## src/rtl/curr_avg_pkg.sv

```systemverilog
`default_nettype none
// curr_avg_pkg -- shared FSM encoding and default parameters for the current-sense averager. Rev 1.0
package curr_avg_pkg;

   localparam int DEF_DATA_W      = 12;
   localparam int DEF_LOG2_DEPTH  = 4;
   localparam int DEF_SMPL_PERIOD = 1000;
   localparam int DEF_TIMEOUT     = 64;
   localparam int SUM_W           = DEF_DATA_W + DEF_LOG2_DEPTH;

   typedef enum logic [1:0] {
      IDLE   = 2'd0,
      REQ    = 2'd1,
      WAIT   = 2'd2,
      UPDATE = 2'd3
   } state_t;

endpackage
`default_nettype wire

```

## src/rtl/curr_avg_avg_accum.sv

```systemverilog
`default_nettype none
// avg_accum -- 2^LOG2_DEPTH-entry circular sample buffer with running sum and fill flag. Rev 1.0
module avg_accum
   import curr_avg_pkg::*;
#(
   parameter int DATA_W     = DEF_DATA_W,
   parameter int LOG2_DEPTH = DEF_LOG2_DEPTH
) (
   input  logic              clk,
   input  logic              rst,
   input  logic              wr_en,
   input  logic [DATA_W-1:0] wr_data,
   output logic [DATA_W-1:0] avg,
   output logic              filled
);

   localparam int DEPTH = 1 << LOG2_DEPTH;
   localparam int ACC_W = DATA_W + LOG2_DEPTH;

   logic [DATA_W-1:0]     mem [DEPTH];
   logic [LOG2_DEPTH-1:0] wp;
   logic [ACC_W-1:0]      sum;
   logic [LOG2_DEPTH:0]   cnt;

   // Oldest sample leaves the sum as the new one enters; the top cnt bit saturates as the fill flag.
   always_ff @(posedge clk) begin
      if (rst) begin
         for (int i = 0; i < DEPTH; i++) begin
            mem[i] <= '0;
         end
         wp  <= '0;
         sum <= '0;
         cnt <= '0;
      end else if (wr_en) begin
         mem[wp] <= wr_data;
         wp      <= wp + 1'b1;
         sum     <= sum - ACC_W'(mem[wp]) + ACC_W'(wr_data);
         if (!cnt[LOG2_DEPTH]) begin
            cnt <= cnt + 1'b1;
         end
      end
   end

   assign avg    = sum[ACC_W-1:LOG2_DEPTH];
   assign filled = cnt[LOG2_DEPTH];

endmodule
`default_nettype wire

```

## src/rtl/curr_avg.sv

```systemverilog
`default_nettype none
// curr_avg -- paces ADC conversions, handshakes each one and presents the boxcar-averaged current. Rev 1.0
module curr_avg
   import curr_avg_pkg::*;
#(
   parameter int DATA_W      = DEF_DATA_W,
   parameter int LOG2_DEPTH  = DEF_LOG2_DEPTH,
   parameter int SMPL_PERIOD = DEF_SMPL_PERIOD,
   parameter int TIMEOUT     = DEF_TIMEOUT
) (
   input  logic              clk,
   input  logic              rst,
   output logic              conv_req,
   input  logic              conv_done,
   input  logic [DATA_W-1:0] adc_data,
   output logic [DATA_W-1:0] avg_curr,
   output logic              avg_vld,
   output logic              filled,
   output logic              timeout_err
);

   localparam int PCNT_W = $clog2(SMPL_PERIOD);
   localparam int TCNT_W = $clog2(TIMEOUT + 1);
   localparam logic [PCNT_W-1:0] PCNT_LAST = PCNT_W'(SMPL_PERIOD - 1);
   localparam logic [TCNT_W-1:0] TCNT_LAST = TCNT_W'(TIMEOUT - 1);

   state_t              state;
   state_t              state_nxt;
   logic [PCNT_W-1:0]   pcnt;
   logic [TCNT_W-1:0]   tcnt;
   logic [DATA_W-1:0]   smpl;
   logic                tick;
   logic                expire;
   logic                wr_en;

   assign tick   = (pcnt == PCNT_LAST);
   assign expire = (tcnt == TCNT_LAST);

   always_ff @(posedge clk) begin
      if (rst || tick) begin
         pcnt <= '0;
      end else begin
         pcnt <= pcnt + 1'b1;
      end
   end

   always_ff @(posedge clk) begin
      if (rst) begin
         state <= IDLE;
      end else begin
         state <= state_nxt;
      end
   end

   // A tick outside IDLE is simply lost; conv_done beats a coincident timeout.
   always_comb begin
      state_nxt = state;
      case (state)
         IDLE:    if (tick) state_nxt = REQ;
         REQ:     state_nxt = WAIT;
         WAIT: begin
            if (conv_done) begin
               state_nxt = UPDATE;
            end else if (expire) begin
               state_nxt = IDLE;
            end
         end
         UPDATE:  state_nxt = IDLE;
         default: state_nxt = IDLE;
      endcase
   end

   always_comb begin
      conv_req = (state == REQ);
      wr_en    = (state == UPDATE);
   end

   always_ff @(posedge clk) begin
      if (rst) begin
         tcnt        <= '0;
         smpl        <= '0;
         avg_vld     <= 1'b0;
         timeout_err <= 1'b0;
      end else begin
         avg_vld <= (state == UPDATE);
         if (state == REQ) begin
            tcnt <= '0;
         end else if (state == WAIT) begin
            tcnt <= tcnt + 1'b1;
            if (conv_done) begin
               smpl <= adc_data;
            end else if (expire) begin
               timeout_err <= 1'b1;
            end
         end
      end
   end

   avg_accum #(
      .DATA_W     (DATA_W),
      .LOG2_DEPTH (LOG2_DEPTH)
   ) u_avg_accum (
      .clk     (clk),
      .rst     (rst),
      .wr_en   (wr_en),
      .wr_data (smpl),
      .avg     (avg_curr),
      .filled  (filled)
   );

endmodule
`default_nettype wire

```

## config.mk

```make
export PLATFORM = sky130hd
export DESIGN_NAME = curr_avg
export DESIGN_NICKNAME = d
export VERILOG_FILES = /design/src/rtl/curr_avg_pkg.sv /design/src/rtl/curr_avg_avg_accum.sv /design/src/rtl/curr_avg.sv
export SDC_FILE = /design/constraint.sdc
export NUM_CORES = 1
export LEC_CHECK = 0
export ABC_AREA = 0
export BUFFER_PORTS_ARGS = -buffer_cell sky130_fd_sc_hd__buf_2
export CORE_UTILIZATION = 30
export CTS_CLUSTER_SIZE = 10
export DETAILED_ROUTE_END_ITERATION = 7
export GPL_TIMING_DRIVEN = 0
export MAX_ROUTING_LAYER = met4
export PLACE_DENSITY_LB_ADDON = 0.3
export SYNTH_ARGS = -nofsm -noshare
export SYNTH_HDL_FRONTEND = slang
export SYNTH_SLANG_ARGS = --single-unit
```

## constraint.sdc

```tcl
create_clock -name clk -period 8 [get_ports clk]
set_clock_uncertainty 0.1 [all_clocks]
set_input_delay 1.2 -clock clk [delete_from_list [all_inputs] [get_ports clk]]
set_output_delay 1.2 -clock clk [all_outputs]
set_load 0.005 [all_outputs]
```

==> metrics <==
leakage dissipation=roughly 4.6 nW; Max-Cap Viols=0; final instance area=0.0141 mm2; Post-synth ARST share=0%; initial antenna violation count=0; DR vias=roughly 8300; Synth Register Bits=roughly 250; Die Wd=204 um; GRT overflow=0; power density cells=203 mW/mm2; clk buf depth=3; RSZ-0062 raised after global routing=false; slowest CP cell=clkbuf_1; Crit path largest cell delay=about 0.64 ns; drt initial violations=roughly 700; PortBufs=29; post-synth net total=about 1000; largest net degree at the start of global routing=15; syn avg cell area=~12 um2; hold_buf cts=0; Clk pwr share=44.5%; final setup fails=0; number of nets in the layout=roughly 1100; synth unique cells=51; Avg WL per Cell=21.1 um; Total GRT Usage=approximately 17%; Post-synth top flop=edfxtp_1; Yosys warning count=0; CTS resizes=0; endpoints failing hold=0; Slew @ Worst Pin=1.10 ns; leading area contributor after synthesis=edfxtp_1; Max-slew headroom=approximately 27%; post-route setup TNS=0 ns; Sequential Power Share=just over 50%; Placeable Area=roughly 0.04 mm2; die area=0.0415 mm2; period utilization=around two thirds; RD Place Congestion=0.875; Via density=about 5.1; number of global-route vias before repair=8272; H-tree lvl count=1; WHS=between 0.3 and 0.4 ns; row count=between 70 and 80; Initial Util=between 30% and 40%; # DRC=0; Worst-path clk slew=around 0.06 ns; First-pass DRT Iterations=5; CTS buffer count=30; hold_sp=pcnt[0]; CTS root buf=clkbuf_16; I/O pin total=31; HPWL after detailed placement=approximately 24 mm; first-pass GRT wire length=just over 50 mm; Net Sw Frac=a little over a fifth; CTS tree=built; cells after synthesis=roughly 1000; Final ANT Viol Nets=0; Routed WL=roughly 34 mm; sequential fraction of the synthesis area=roughly 57%; Slew Viols, Final=0; Die Ht=between 200 and 250 um; part of the power in combinational logic=under 10%; r2r endpoint=u_avg_accum.sum[15]; status=finished clean; Area after DPL=roughly 0.013 mm2; Synth area leaders=edfxtp_1 47%, mux4_2 11%, dfxtp_1 10%; number of enable flip-flop cells after synthesis=~190; Yosys top cell area share=between 40 and 50%; required time worst endpoint=~8.3 ns; register-to-register setup slack=2.72 ns; number of setup buffers added after CTS=0; Sw Pwr=between 600 and 700 uW; Area Overhead vs Synth=15.3%; CP cell instances=clkbuf_1, clkbuf_1, mux4_2, mux4_2, fa_1, inv_1, ha_1, a21o_1, nand4_1, a2111oi_0, o31ai_1, a21oi_1, mux2_1; clk_lat worst skew=~0.56 ns; Int Pwr=2.25 mW; worst-case reg-to-reg path depth=13; clk sinks=between 200 and 300; CP Capture Type=register; Mapped Area=0.0122 mm2; Peak VDD IR=~0.15 mV; Setup Crit Path Kind=reg2reg; Data arrival, critical path=approximately 5.6 ns; startpoint types=register; f_max=~190 MHz; CP endpoint=u_avg_accum.sum[15]; share of cells above drive strength 1=~15%; crit path max fanout=10; minimum clock period=approximately 5.3 ns; Hold WC Path Type=reg2reg
[layout make-up]
cell class	instances	area (um2)
multi-input combinational	592	4570
timing repair buffer	45	303
clock inverter	1	5.00
fill	3911	25900
clock buffer	55	896
inverter	53	199
tap	525	657
sequential	254	7010
buffer	97	420
antenna	1	2.50
[stage by stage]
step                setup WS (ns)  cells  utilization, %  power (mW)
global placement             2.86   1550            32.6        1.61
floorplan                    3.62    996               -        1.56
detailed placement           2.78   1566            33.0        1.61
CTS                          2.71   1622            35.2        2.87
finish                       2.72   1623            35.2        2.86
global route                 2.46   1622            35.2        2.94
[critical path, delay by kind of cell, from the launching register on]
| kind | cells | cell delay [ns] |
|---|---|---|
| AOI/OAI and AO/OA | 4 | 1.04 |
| adders and majority gates | 2 | 0.83 |
| buffers and inverters | 3 | 1.26 |
| DFF | 1 | 0.37 |
| muxes | 3 | 1.33 |
| and+or+nand+nor | 1 | 0.21 |
[layout by cell type (no fill, tap or decap), types with 6 or more instances in the layout]
| master | n |
|---|---|
| a21o_1 | 6 |
| a21oi_1 | 38 |
| and2_1 | 36 |
| buf_1 | 10 |
| buf_2 | 35 |
| buf_4 | 19 |
| buf_6 | 10 |
| clkbuf_1 | 89 |
| clkbuf_16 | 31 |
| clkinv_1 | 10 |
| dfxtp_1 | 62 |
| edfxtp_1 | 192 |
| fa_1 | 12 |
| ha_1 | 23 |
| inv_1 | 43 |
| mux4_2 | 60 |
| nand2_1 | 49 |
| nand3_1 | 19 |
| nand4_1 | 8 |
| nor2_1 | 60 |
| nor2b_1 | 6 |
| nor3_1 | 171 |
| o21a_1 | 6 |
| o21ai_0 | 7 |
| o21ai_1 | 16 |
| xnor2_1 | 10 |
| xor2_1 | 13 |
[Yosys cell counts (all sizes together) (2+ instances only)]
| cell | n |
|---|---|
| a211oi | 4 |
| a21o | 6 |
| a21oi | 39 |
| a22o | 4 |
| a31oi | 3 |
| and2 | 36 |
| and3 | 3 |
| buf | 29 |
| clkbuf | 68 |
| clkinv | 10 |
| dfxtp | 62 |
| edfxtp | 192 |
| fa | 12 |
| ha | 23 |
| inv | 43 |
| mux2 | 2 |
| mux2i | 3 |
| mux4 | 60 |
| nand2 | 49 |
| nand2b | 2 |
| nand3 | 19 |
| nand3b | 4 |
| nand4 | 8 |
| nor2 | 60 |
| nor2b | 6 |
| nor3 | 171 |
| nor3b | 3 |
| nor4b | 2 |
| o211ai | 3 |
| o21a | 6 |
| o21ai | 23 |
| o311ai | 2 |
| o31ai | 3 |
| or3 | 2 |
| or4 | 2 |
| xnor2 | 10 |
| xor2 | 13 |
[logic make-up (layout without fill, tap and decap cells)]
family	after synthesis	count (layout)	synth area share, %
xor gates and xnor gates	23	23	1.65
adders and majority gates	35	35	4.33
and+or+nand+nor	369	369	14.9
buffers and inverters	150	251	5.08
muxes	65	65	11.5
AOI/OAI and AO/OA	100	100	5.04
DFF	254	254	57.5
other	0	1	0
[worst min-delay path by stage]
stage | to | slack (ns) | cells past startpoint
floorplan | pcnt[0] | 0.31 | 1
global placement | pcnt[0] | 0.33 | 1
detailed placement | pcnt[0] | 0.33 | 1
CTS | pcnt[0] | 0.34 | 1
global route | pcnt[0] | 0.36 | 1
finish | pcnt[0] | 0.34 | 1
[routing by layer]
layer / GRT usage (%) / up-vias / share of wire (%) / routed length (um)
met3: 3.39 / 51 / 7.0 / 2380
met5: - / - / 0 / 0
met4: 5.29 / 0 / 2.6 / 888
li1: - / 3816 / - / -
met2: 27.8 / 273 / 48 / 16400
met1: 22.0 / 4167 / 42 / 14500
[power groups by stage]
stage | clock [mW] | sequential, mW | combinational [mW]
after floorplan | 0 | 1.50 | 0.0624
after global placement | 0 | 1.51 | 0.0994
after detailed placement | 0 | 1.51 | 0.109
after CTS | 1.29 | 1.48 | 0.109
after global routing | 1.34 | 1.48 | 0.116
final | 1.27 | 1.48 | 0.109
[sequential cells by signal, indices dropped and copies added (netlist names), named ones only]
register and cells:
u_avg_accum.mem 192, u_avg_accum.sum 16, smpl 12, pcnt 10, tcnt 7, u_avg_accum.cnt 5, u_avg_accum.wp 4, state 2
avg_vld 1, timeout_err 1
(Power assumes the default switching activity.)
